### config.mk
export PLATFORM = sky130hd
export DESIGN_NAME = j_xfer_sched
export DESIGN_NICKNAME = d
export VERILOG_FILES = /design/src/rtl/j_xfer_sched.sv
export SDC_FILE = /design/constraint.sdc
export NUM_CORES = 1
export LEC_CHECK = 0
export BUFFER_PORTS_ARGS = -buffer_cell sky130_fd_sc_hd__clkbuf_2
export CORE_MARGIN = 2
export CORE_UTILIZATION = 40
export DETAILED_ROUTE_END_ITERATION = 10
export PLACE_DENSITY_LB_ADDON = 0.1
export SYNTH_ARGS = -nofsm -noshare
export SYNTH_HDL_FRONTEND = slang
export SYNTH_SLANG_ARGS = --single-unit
### constraint.sdc
create_clock -name sys_clk -period 8.65 [get_ports sys_clk]
set_clock_uncertainty 0.1 [all_clocks]
set_input_delay 1.2975 -clock sys_clk [delete_from_list [all_inputs] [get_ports sys_clk]]
set_output_delay 1.2975 -clock sys_clk [all_outputs]
set_load 0.02 [all_outputs]
### src/rtl/j_xfer_sched.sv
// Two-channel transfer scheduler. Both channels share a single bus request
// port and one address/length decrement datapath. Grants alternate
// round-robin, and each grant issues exactly one bus transfer.
//
// Bus handshake: bus_req is the valid and bus_ack is the ready. A transfer
// happens on the rising edge where bus_req=1 and bus_ack=1. While bus_req=1,
// bus_ch/bus_addr/bus_size/bus_last stay constant, and bus_req is not
// dropped before that edge. bus_ack is ignored while bus_req=0.
module j_xfer_sched #(
  parameter int AW  = 23,
  parameter int NCH = 2
) (
  input  logic           sys_clk,
  input  logic           reset,
  input  logic           cfg_we,
  input  logic           cfg_ch,
  input  logic [AW-1:0]  cfg_addr,
  input  logic [AW-1:0]  cfg_len,
  input  logic [1:0]     cfg_size,
  input  logic [NCH-1:0] start,
  input  logic [NCH-1:0] abort,
  output logic           bus_req,
  input  logic           bus_ack,
  output logic           bus_ch,
  output logic [AW-1:0]  bus_addr,
  output logic [1:0]     bus_size,
  output logic           bus_last,
  output logic [NCH-1:0] busy,
  output logic [NCH-1:0] done,
  output logic [1:0]     dbg_state
);

  localparam logic [1:0] S_IDLE = 2'd0;
  localparam logic [1:0] S_ARB  = 2'd1;
  localparam logic [1:0] S_REQ  = 2'd2;
  localparam logic [1:0] S_UPD  = 2'd3;

  logic [1:0]              state_q, state_d;
  logic                    last_ch_q, last_ch_d;
  logic [NCH-1:0]          busy_q, busy_d;
  logic [NCH-1:0]          done_q, done_d;
  logic                    abort_pend_q, abort_pend_d;
  logic [NCH-1:0][AW-1:0]  addr_q, addr_d;
  logic [NCH-1:0][AW-1:0]  len_q, len_d;
  logic [NCH-1:0][1:0]     size_q, size_d;
  logic                    bus_ch_q, bus_ch_d;
  logic [AW-1:0]           bus_addr_q, bus_addr_d;
  logic [1:0]              bus_size_q, bus_size_d;
  logic                    bus_last_q, bus_last_d;

  logic [NCH-1:0]          own_mask;
  logic [NCH-1:0]          pend;
  logic                    grant;
  logic [AW-1:0]           xfer_bytes;
  logic [AW-1:0]           len_left;

  // Size codes 2 and 3 both mean 4-byte transfers.
  function automatic logic [AW-1:0] size_bytes(input logic [1:0] s);
    logic [AW-1:0] b;
    case (s)
      2'd0:    b = AW'(1);
      2'd1:    b = AW'(2);
      default: b = AW'(4);
    endcase
    return b;
  endfunction

  // Next-state logic: per-channel config/start/abort handling, then the shared FSM.
  always_comb begin
    state_d      = state_q;
    last_ch_d    = last_ch_q;
    busy_d       = busy_q;
    done_d       = '0;
    abort_pend_d = abort_pend_q;
    addr_d       = addr_q;
    len_d        = len_q;
    size_d       = size_q;
    bus_ch_d     = bus_ch_q;
    bus_addr_d   = bus_addr_q;
    bus_size_d   = bus_size_q;
    bus_last_d   = bus_last_q;
    own_mask     = '0;
    pend         = '0;
    grant        = 1'b0;
    xfer_bytes   = '0;
    len_left     = '0;

    // The channel that owns REQ/UPD finishes its transfer before an abort takes effect.
    if (state_q == S_REQ || state_q == S_UPD) own_mask[bus_ch_q] = 1'b1;

    for (int n = 0; n < NCH; n++) begin
      // A start in the same cycle wins over a config write, so start sees the old values.
      if (cfg_we && (cfg_ch == 1'(n)) && !busy_q[n] && !start[n]) begin
        addr_d[n] = cfg_addr;
        len_d[n]  = cfg_len;
        size_d[n] = cfg_size;
      end
      // An abort in the same cycle cancels the start.
      if (start[n] && !busy_q[n] && !abort[n]) begin
        if (len_q[n] != '0) busy_d[n] = 1'b1;
        else                done_d[n] = 1'b1;
      end
      if (abort[n] && busy_q[n] && !own_mask[n]) busy_d[n] = 1'b0;
    end

    case (state_q)
      S_IDLE: begin
        if (|busy_q) state_d = S_ARB;
      end
      S_ARB: begin
        pend = busy_q & ~abort;
        if (pend == '0) begin
          state_d = S_IDLE;
        end else begin
          grant        = (&pend) ? ~last_ch_q : pend[1];
          last_ch_d    = grant;
          bus_ch_d     = grant;
          bus_addr_d   = addr_q[grant];
          bus_size_d   = size_q[grant];
          bus_last_d   = (len_q[grant] <= size_bytes(size_q[grant]));
          abort_pend_d = 1'b0;
          state_d      = S_REQ;
        end
      end
      S_REQ: begin
        if (abort[bus_ch_q]) abort_pend_d = 1'b1;
        if (bus_ack)         state_d      = S_UPD;
      end
      S_UPD: begin
        xfer_bytes       = size_bytes(size_q[bus_ch_q]);
        len_left         = (len_q[bus_ch_q] <= xfer_bytes) ? '0 : (len_q[bus_ch_q] - xfer_bytes);
        addr_d[bus_ch_q] = addr_q[bus_ch_q] - xfer_bytes;
        len_d[bus_ch_q]  = len_left;
        if (abort_pend_q || abort[bus_ch_q]) begin
          busy_d[bus_ch_q] = 1'b0;
        end else if (len_left == '0) begin
          busy_d[bus_ch_q] = 1'b0;
          done_d[bus_ch_q] = 1'b1;
        end
        abort_pend_d = 1'b0;
        state_d      = (|busy_d) ? S_ARB : S_IDLE;
      end
      default: state_d = S_IDLE;
    endcase
  end

  // State registers. After reset, last_ch starts at 1 so that channel 0 wins the first tie.
  always_ff @(posedge sys_clk or posedge reset) begin
    if (reset) begin
      state_q      <= S_IDLE;
      last_ch_q    <= 1'b1;
      busy_q       <= '0;
      done_q       <= '0;
      abort_pend_q <= 1'b0;
      addr_q       <= '0;
      len_q        <= '0;
      size_q       <= '0;
      bus_ch_q     <= 1'b0;
      bus_addr_q   <= '0;
      bus_size_q   <= '0;
      bus_last_q   <= 1'b0;
    end else begin
      state_q      <= state_d;
      last_ch_q    <= last_ch_d;
      busy_q       <= busy_d;
      done_q       <= done_d;
      abort_pend_q <= abort_pend_d;
      addr_q       <= addr_d;
      len_q        <= len_d;
      size_q       <= size_d;
      bus_ch_q     <= bus_ch_d;
      bus_addr_q   <= bus_addr_d;
      bus_size_q   <= bus_size_d;
      bus_last_q   <= bus_last_d;
    end
  end

  assign bus_req   = (state_q == S_REQ);
  assign bus_ch    = bus_ch_q;
  assign bus_addr  = bus_addr_q;
  assign bus_size  = bus_size_q;
  assign bus_last  = bus_last_q;
  assign busy      = busy_q;
  assign done      = done_q;
  assign dbg_state = state_q;

endmodule
# Yosys cells after proc, flatten, opt, wreduce, memory -nomap -nowiden
# Cells that the tools add are included.
# Widths: inputs -> output; s select.
dict set report op_classes {
  addsub 2
  magnitude_cmp 5
  n_eq_ne 9
  n_mux 59
  bitwise_logic 8
  n_reduce_logical 39
}
# op count
set op_table {}
lappend op_table {{$mux 23} 17}
lappend op_table {{$bwmux 46} 2}
lappend op_table {{$mux 46} 2}
lappend op_table {{$le 23x23->1} 2}
lappend op_table {{$reduce_bool 23->1} 2}
lappend op_table {{$sub 23x23->23} 2}
lappend op_table {{$mux 2} 15}
lappend op_table {{$demux 23 s1} 1}
lappend op_table {{$logic_not 23->1} 1}
lappend op_table {{$mux 1} 17}
lappend op_table {{$logic_and 1x1->1} 15}
lappend op_table {{$pmux 3 s2} 2}
lappend op_table {{$logic_not 1->1} 8}
lappend op_table {{$logic_not 2->1} 4}
lappend op_table {{$pmux 2 s4} 1}
lappend op_table {{$eq 2x1->1 const B} 3}
lappend op_table {{$reduce_and 2->1} 3}
lappend op_table {{$and 2x2->2} 2}
lappend op_table {{$eq 2x2->1 const B} 2}
lappend op_table {{$lt 1x2->1 const B} 2}
lappend op_table {{$ne 2x1->1 const B} 2}
lappend op_table {{$ne 2x2->1 const B} 2}
lappend op_table {{$not 2->2} 2}
lappend op_table {{$reduce_or 2->1} 2}
lappend op_table {{8 further kinds} 11}
dict set report totals {
  reg_bits 131
  output_inout_bits 34
}

# Depth between registers and ports, before layout
dict set report logic_depth {
  ltp_word 15
  mapped_depth 21
}

# Worst setup path after synthesis
# No wires, ideal clock.
dict set report synth_path {
  path_kind {reg2reg}
  from {reg bus_ch_q, in the netlist bus_ch}
  to {reg done_q[1], in the netlist done[1]}
  setup_ns 0.078
  arrival_time_ns 5.761
  required_time_ns 8.472
  slack_ns 2.711
  stages_incl_launch_ff 22
  path_buffers 7
  cell_sequence {dfrtp_1 -> buf_4 -> buf_2 -> buf_2 -> buf_2 -> buf_1 -> buf_2 -> buf_2 -> mux2i_1 -> inv_1 -> nor2_1 -> ha_1 -> inv_1 -> fa_1 -> a21oi_1 -> o211ai_4 -> nor4_2 -> xnor2_1 -> or4_1 -> or4b_1 -> a211oi_2 -> o2bb2ai_1}
}
dict set report synth_between {
  elab_chain_cells 11
}
# element line_no
set synth_lines {}
lappend synth_lines {{start: declaration} 46} ;# logic bus_ch_q, bus_ch_d;
lappend synth_lines {{start signal: assignment} 171} ;# bus_ch_q <= bus_ch_d;
lappend synth_lines {{$mux 2 (implied by the code) (2 in series)} 130} ;# xfer_bytes = size_bytes(size_q[bus_ch_q]);
lappend synth_lines {{$eq 2x1->1 / $logic_not 2->1 (equally long branches)} 60} ;# case (s)
lappend synth_lines {{$pmux 3 s2} 60}
lappend synth_lines {{$mux 23} 106} ;# case (state_q)
lappend synth_lines {{$sub 23x23->23 / $le 23x23->1 (equally long branches)} 131} ;# len_left = (len_q[bus_ch_q] <= xfer_bytes) ? '0 : (len_q[bus_ch_q] - xfer_bytes);
lappend synth_lines {{$mux 23} 131}
lappend synth_lines {{$logic_not 23->1} 136} ;# end else if (len_left == '0) begin
lappend synth_lines {{$mux 2} 136}
lappend synth_lines {{$mux 2 *} 134} ;# if (abort_pend_q || abort[bus_ch_q]) begin
lappend synth_lines {{$mux 2 *} 106}
lappend synth_lines {{via done_d[1]} 41} ;# logic [NCH-1:0] done_q, done_d;
lappend synth_lines {{end signal: assignment} 166} ;# done_q <= done_d;
lappend synth_lines {{end: declaration} 41}
# Mark *: on every way through the listed nets, which the timed path passes. The rest lies on a longest branch. The select of a mux whose other input is x is not followed.
# A chain may end at the register's enable or synchronous reset.

# Worst setup path after layout
# Ends and elaborated chain as after synthesis.

==> results.yml <==
power:
  leakage_nw: 4.02
  vdd_ir_drop_max_uv: 167
  p_per_area_mw_per_mm2: 393
place:
  placed_area_sq_mm: 0.00908
  gp_congestion: 0.879
  port_buffers: 90
  dp_slack_ps: 3650
  dp_hpwl_mm: 16.0
min_path:
  hp-class: "flop to flop"
  worstHoldStart: "bus_addr[8]$_DFFE_PP0P_"
global_route:
  grtUsageTotal_pct: 22.0
  overflow: 0
  antenna_found_initial: 0
  grt_pass1_wl_mm: 38.3
  grt_max_degree: 74
  grt_pass1_vias: 6895
clock_network:
  insertion_delay_ps: 420
  cts_max_level: 4
  cts.root.buffer_cell: "clkbuf_16"
  cts.clk_slew.worst_paths_ps: 60
  holdBufCountCts: 0
  cts_tree: "yes"
  cts_resized: 0
  cts_setup_buffers: 0
  cts.path.max_buffers: 2
  cts_sinks: 131
  cts_inserted_buffers: 17
setup_path:
  critPathKind: "flop to flop"
  rr_startpoint: "bus_ch$_DFFE_PP0P_"
  reg2reg_to: "done[1]$_DFF_PP0_"
  required_ps: 8890
  worst_path_max_delay_cell: "dfrtp_4"
  end_kind: "flop"
  endpoint: "done[1]$_DFF_PP0_"
  slowest_delay_ps: 890
  ff2ff_setup_slack_ps: 3640
  critical_path_arrival_ps: 5250
  crit_chain: "mux2i_1, inv_1, nor2_1, ha_1, inv_1, fa_1, a21oi_1, o211ai_4, nor4_2, xnor2_1, or4_1, or4b_1, a211oi_2, o2bb2ai_1"
  start_kind: "flop"
  crit_cells: 14
  startpoint: "bus_ch$_DFFE_PP0P_"
  cpMostUsedCell: "inv_1"
  r2r_cells: 14
  path_delay_family: "simple AND/OR/NAND/NOR gates"
  path_buf_inv: 2
  crit_fanout: 58
outcome:
  status: "finished clean"
finish:
  area_delta_synth_final_pct: 15.3
  n_antenna_cell: 0
  final_cell_area_sq_mm: 0.00973
  finalNetCount: 1043
  drive_above_1_share_pct: 17.7
detailed_routing:
  viasPerCell: 5.61
  wire_per_inst_microns: 18.5
  drt-initial-drc-count: 508
  postRouteAntennaNets: 0
  wl_mm: 23.3
  drt-pass1-iter-count: 4
  drc_errors: 0
  dr_total_vias: 7089
logic_synthesis:
  synth_seq_cells: 131
  synthDistinctLibCells: 65
  ys_seq_area_share_pct: 38.8
  yosysWarnings: 0
  synth_fp_nets: 987
  synthFlopType: "dfrtp_1"
  synth_enable_flop_cells: 0
  synthesis.area_sq_mm: 0.00844
  synth_cells: 919
  ys_async_sr_fraction_pct: 100
  avgSynthCellArea_sq_um: 9.19
timing:
  max_freq_ghz: 0.199
  timing.final.ws_setup_ps: 3640
  max_slew_margin_pct: 33.0
  setup_viol: 0
  min_period_ps: 5010
  slew_violations: 0
  rsz0062_at_grt: "false"
  finalSetupTns_ps: 0
  finalCritPeriodShare_pct: 58.0
  worst_slew_pin_slew_ps: 1010
  hold_violations: 0
floorplanning:
  start_util_pct: 40.4
  dieArea_sq_mm: 0.0223
  io_pins: 91
  core_sq_mm: 0.0209
  chipHeight_microns: 149
  die_width_microns: 149
  rows: 53
flow_run:
  drv_cap: 0
## metal layers
metal / GRT usage, % / part of all wire, % / up-vias
met5: 0 / 0 / -
met4: 4.62 / 0.59 / 0
met3: 3.98 / 4.3 / 12
met2: 33.9 / 45 / 161
met1: 32.3 / 50 / 3411
li1: - / - / 3505
## flip-flops by register name, summed over array words and instances, names as in the netlist, named ones only
register      count
busy              2
done              2
last_ch_q         1
bus_ch            1
len_q            46
bus_last          1
size_q            4
dbg_state         1
bus_addr         23
abort_pend_q      1
addr_q           46
bus_size          2
## placed cells by master (no fill, tap or decap), types with 6 or more instances in the layout
cell type,Yosys,routed
or2_2,6,6
nand3_1,31,30
nor3_1,40,39
or3_1,9,9
clkbuf_2,0,90
o21ai_0,83,83
and2_1,6,6
xnor2_1,25,25
xor2_1,13,13
clkbuf_16,0,17
nor2b_1,39,39
clkbuf_8,0,6
a31o_2,6,6
nor4_1,17,17
inv_1,11,10
mux2i_1,124,124
nor2_1,46,45
a211oi_1,36,36
dfrtp_1,130,129
buf_4,1,8
nand2_1,61,61
nor3b_1,6,6
a21oi_1,73,73
ha_1,9,9
mux2_2,14,14
## area by class of cell
class | instances | area, sq um
repair buffers | 98 | 510
clock buffers | 24 | 512
flip-flops and latches | 131 | 3280
inverters | 11 | 46.3
clock inverters | 8 | 144
fillers | 2055 | 11200
multi-input cells | 716 | 4890
well taps | 275 | 344
## worst min path at each step
stage	endpoint	depth (start not counted)
detailed placement	bus_addr[8]$_DFFE_PP0P_	2
finish	bus_addr[8]$_DFFE_PP0P_	2
CTS	bus_addr[8]$_DFFE_PP0P_	2
global route	bus_size[0]$_DFFE_PP0P_	2
global placement	bus_addr[2]$_DFFE_PP0P_	2
floorplan	last_ch_q$_DFFE_PP1P_	2
## power breakdown
| group | leakage, nW | internal (mW) | switching [mW] |
|---|---|---|---|
| combinational | 2.11 | 0.735 | 1.01 |
| sequential | 1.58 | 0.906 | 0.373 |
| clock | 0.327 | 0.529 | 0.275 |
## cell families (layout without fill, tap and decap cells)
family / Yosys count / in the layout / share of synthesized area (%)
compound gates: 233 / 233 / 16.5
xor+xnor: 38 / 38 / 3.94
fa+ha+maj: 11 / 11 / 1.81
buf+inv: 72 / 141 / 3.53
flops: 131 / 131 / 38.8
mux: 138 / 138 / 16.6
simple gates: 296 / 296 / 18.8
## through the flow
step,power (mW),instances,util [%],hold WS [ps]
2_1_floorplan,2.54,919,-,361
3_3_place_gp,3.01,1231,43.5,360
3_5_place_dp,3.02,1231,43.5,370
4_1_cts,3.84,1263,46.6,383
5_1_grt,4.15,1263,46.6,405
6_report,3.83,1263,46.6,373
## cells in the mapped netlist, drive strengths merged (2+ instances only)
cell type / count / share of area (%)
dfrtp: 130 / 39
a211oi: 37 / 3.3
nor4b: 7 / 0.80
nor3: 40 / 2.4
or4: 3 / 0.27
nand2b: 4 / 0.30
o32ai: 2 / 0.21
mux2i: 124 / 15
clkbuf: 42 / 1.9
nor2: 46 / 2.0
a21oi: 73 / 4.3
o21a: 5 / 0.44
nand2: 61 / 2.7
nor4: 20 / 1.8
and3: 6 / 0.44
ha: 9 / 1.3
buf: 19 / 1.2
o22ai: 4 / 0.30
fa: 2 / 0.47
nor2b: 39 / 2.9
a21o: 3 / 0.27
nor3b: 7 / 0.68
or4b: 3 / 0.36
nand3: 31 / 1.8
or3b: 2 / 0.21
xor2: 13 / 1.3
a31o: 6 / 0.62
a22oi: 2 / 0.18
nand4: 3 / 0.22
and2: 6 / 0.44
or3: 9 / 0.67
o21ai: 86 / 5.1
a221oi: 2 / 0.21
mux2: 14 / 1.9
xnor2: 25 / 2.6
or2: 6 / 0.44
inv: 11 / 0.49
## tightest hold or removal path: stages, from the launching register on
cell     delay [ps]
dfrtp_1         340
nand2_1          50
o21ai_0          60
(Power assumes the default switching activity.)
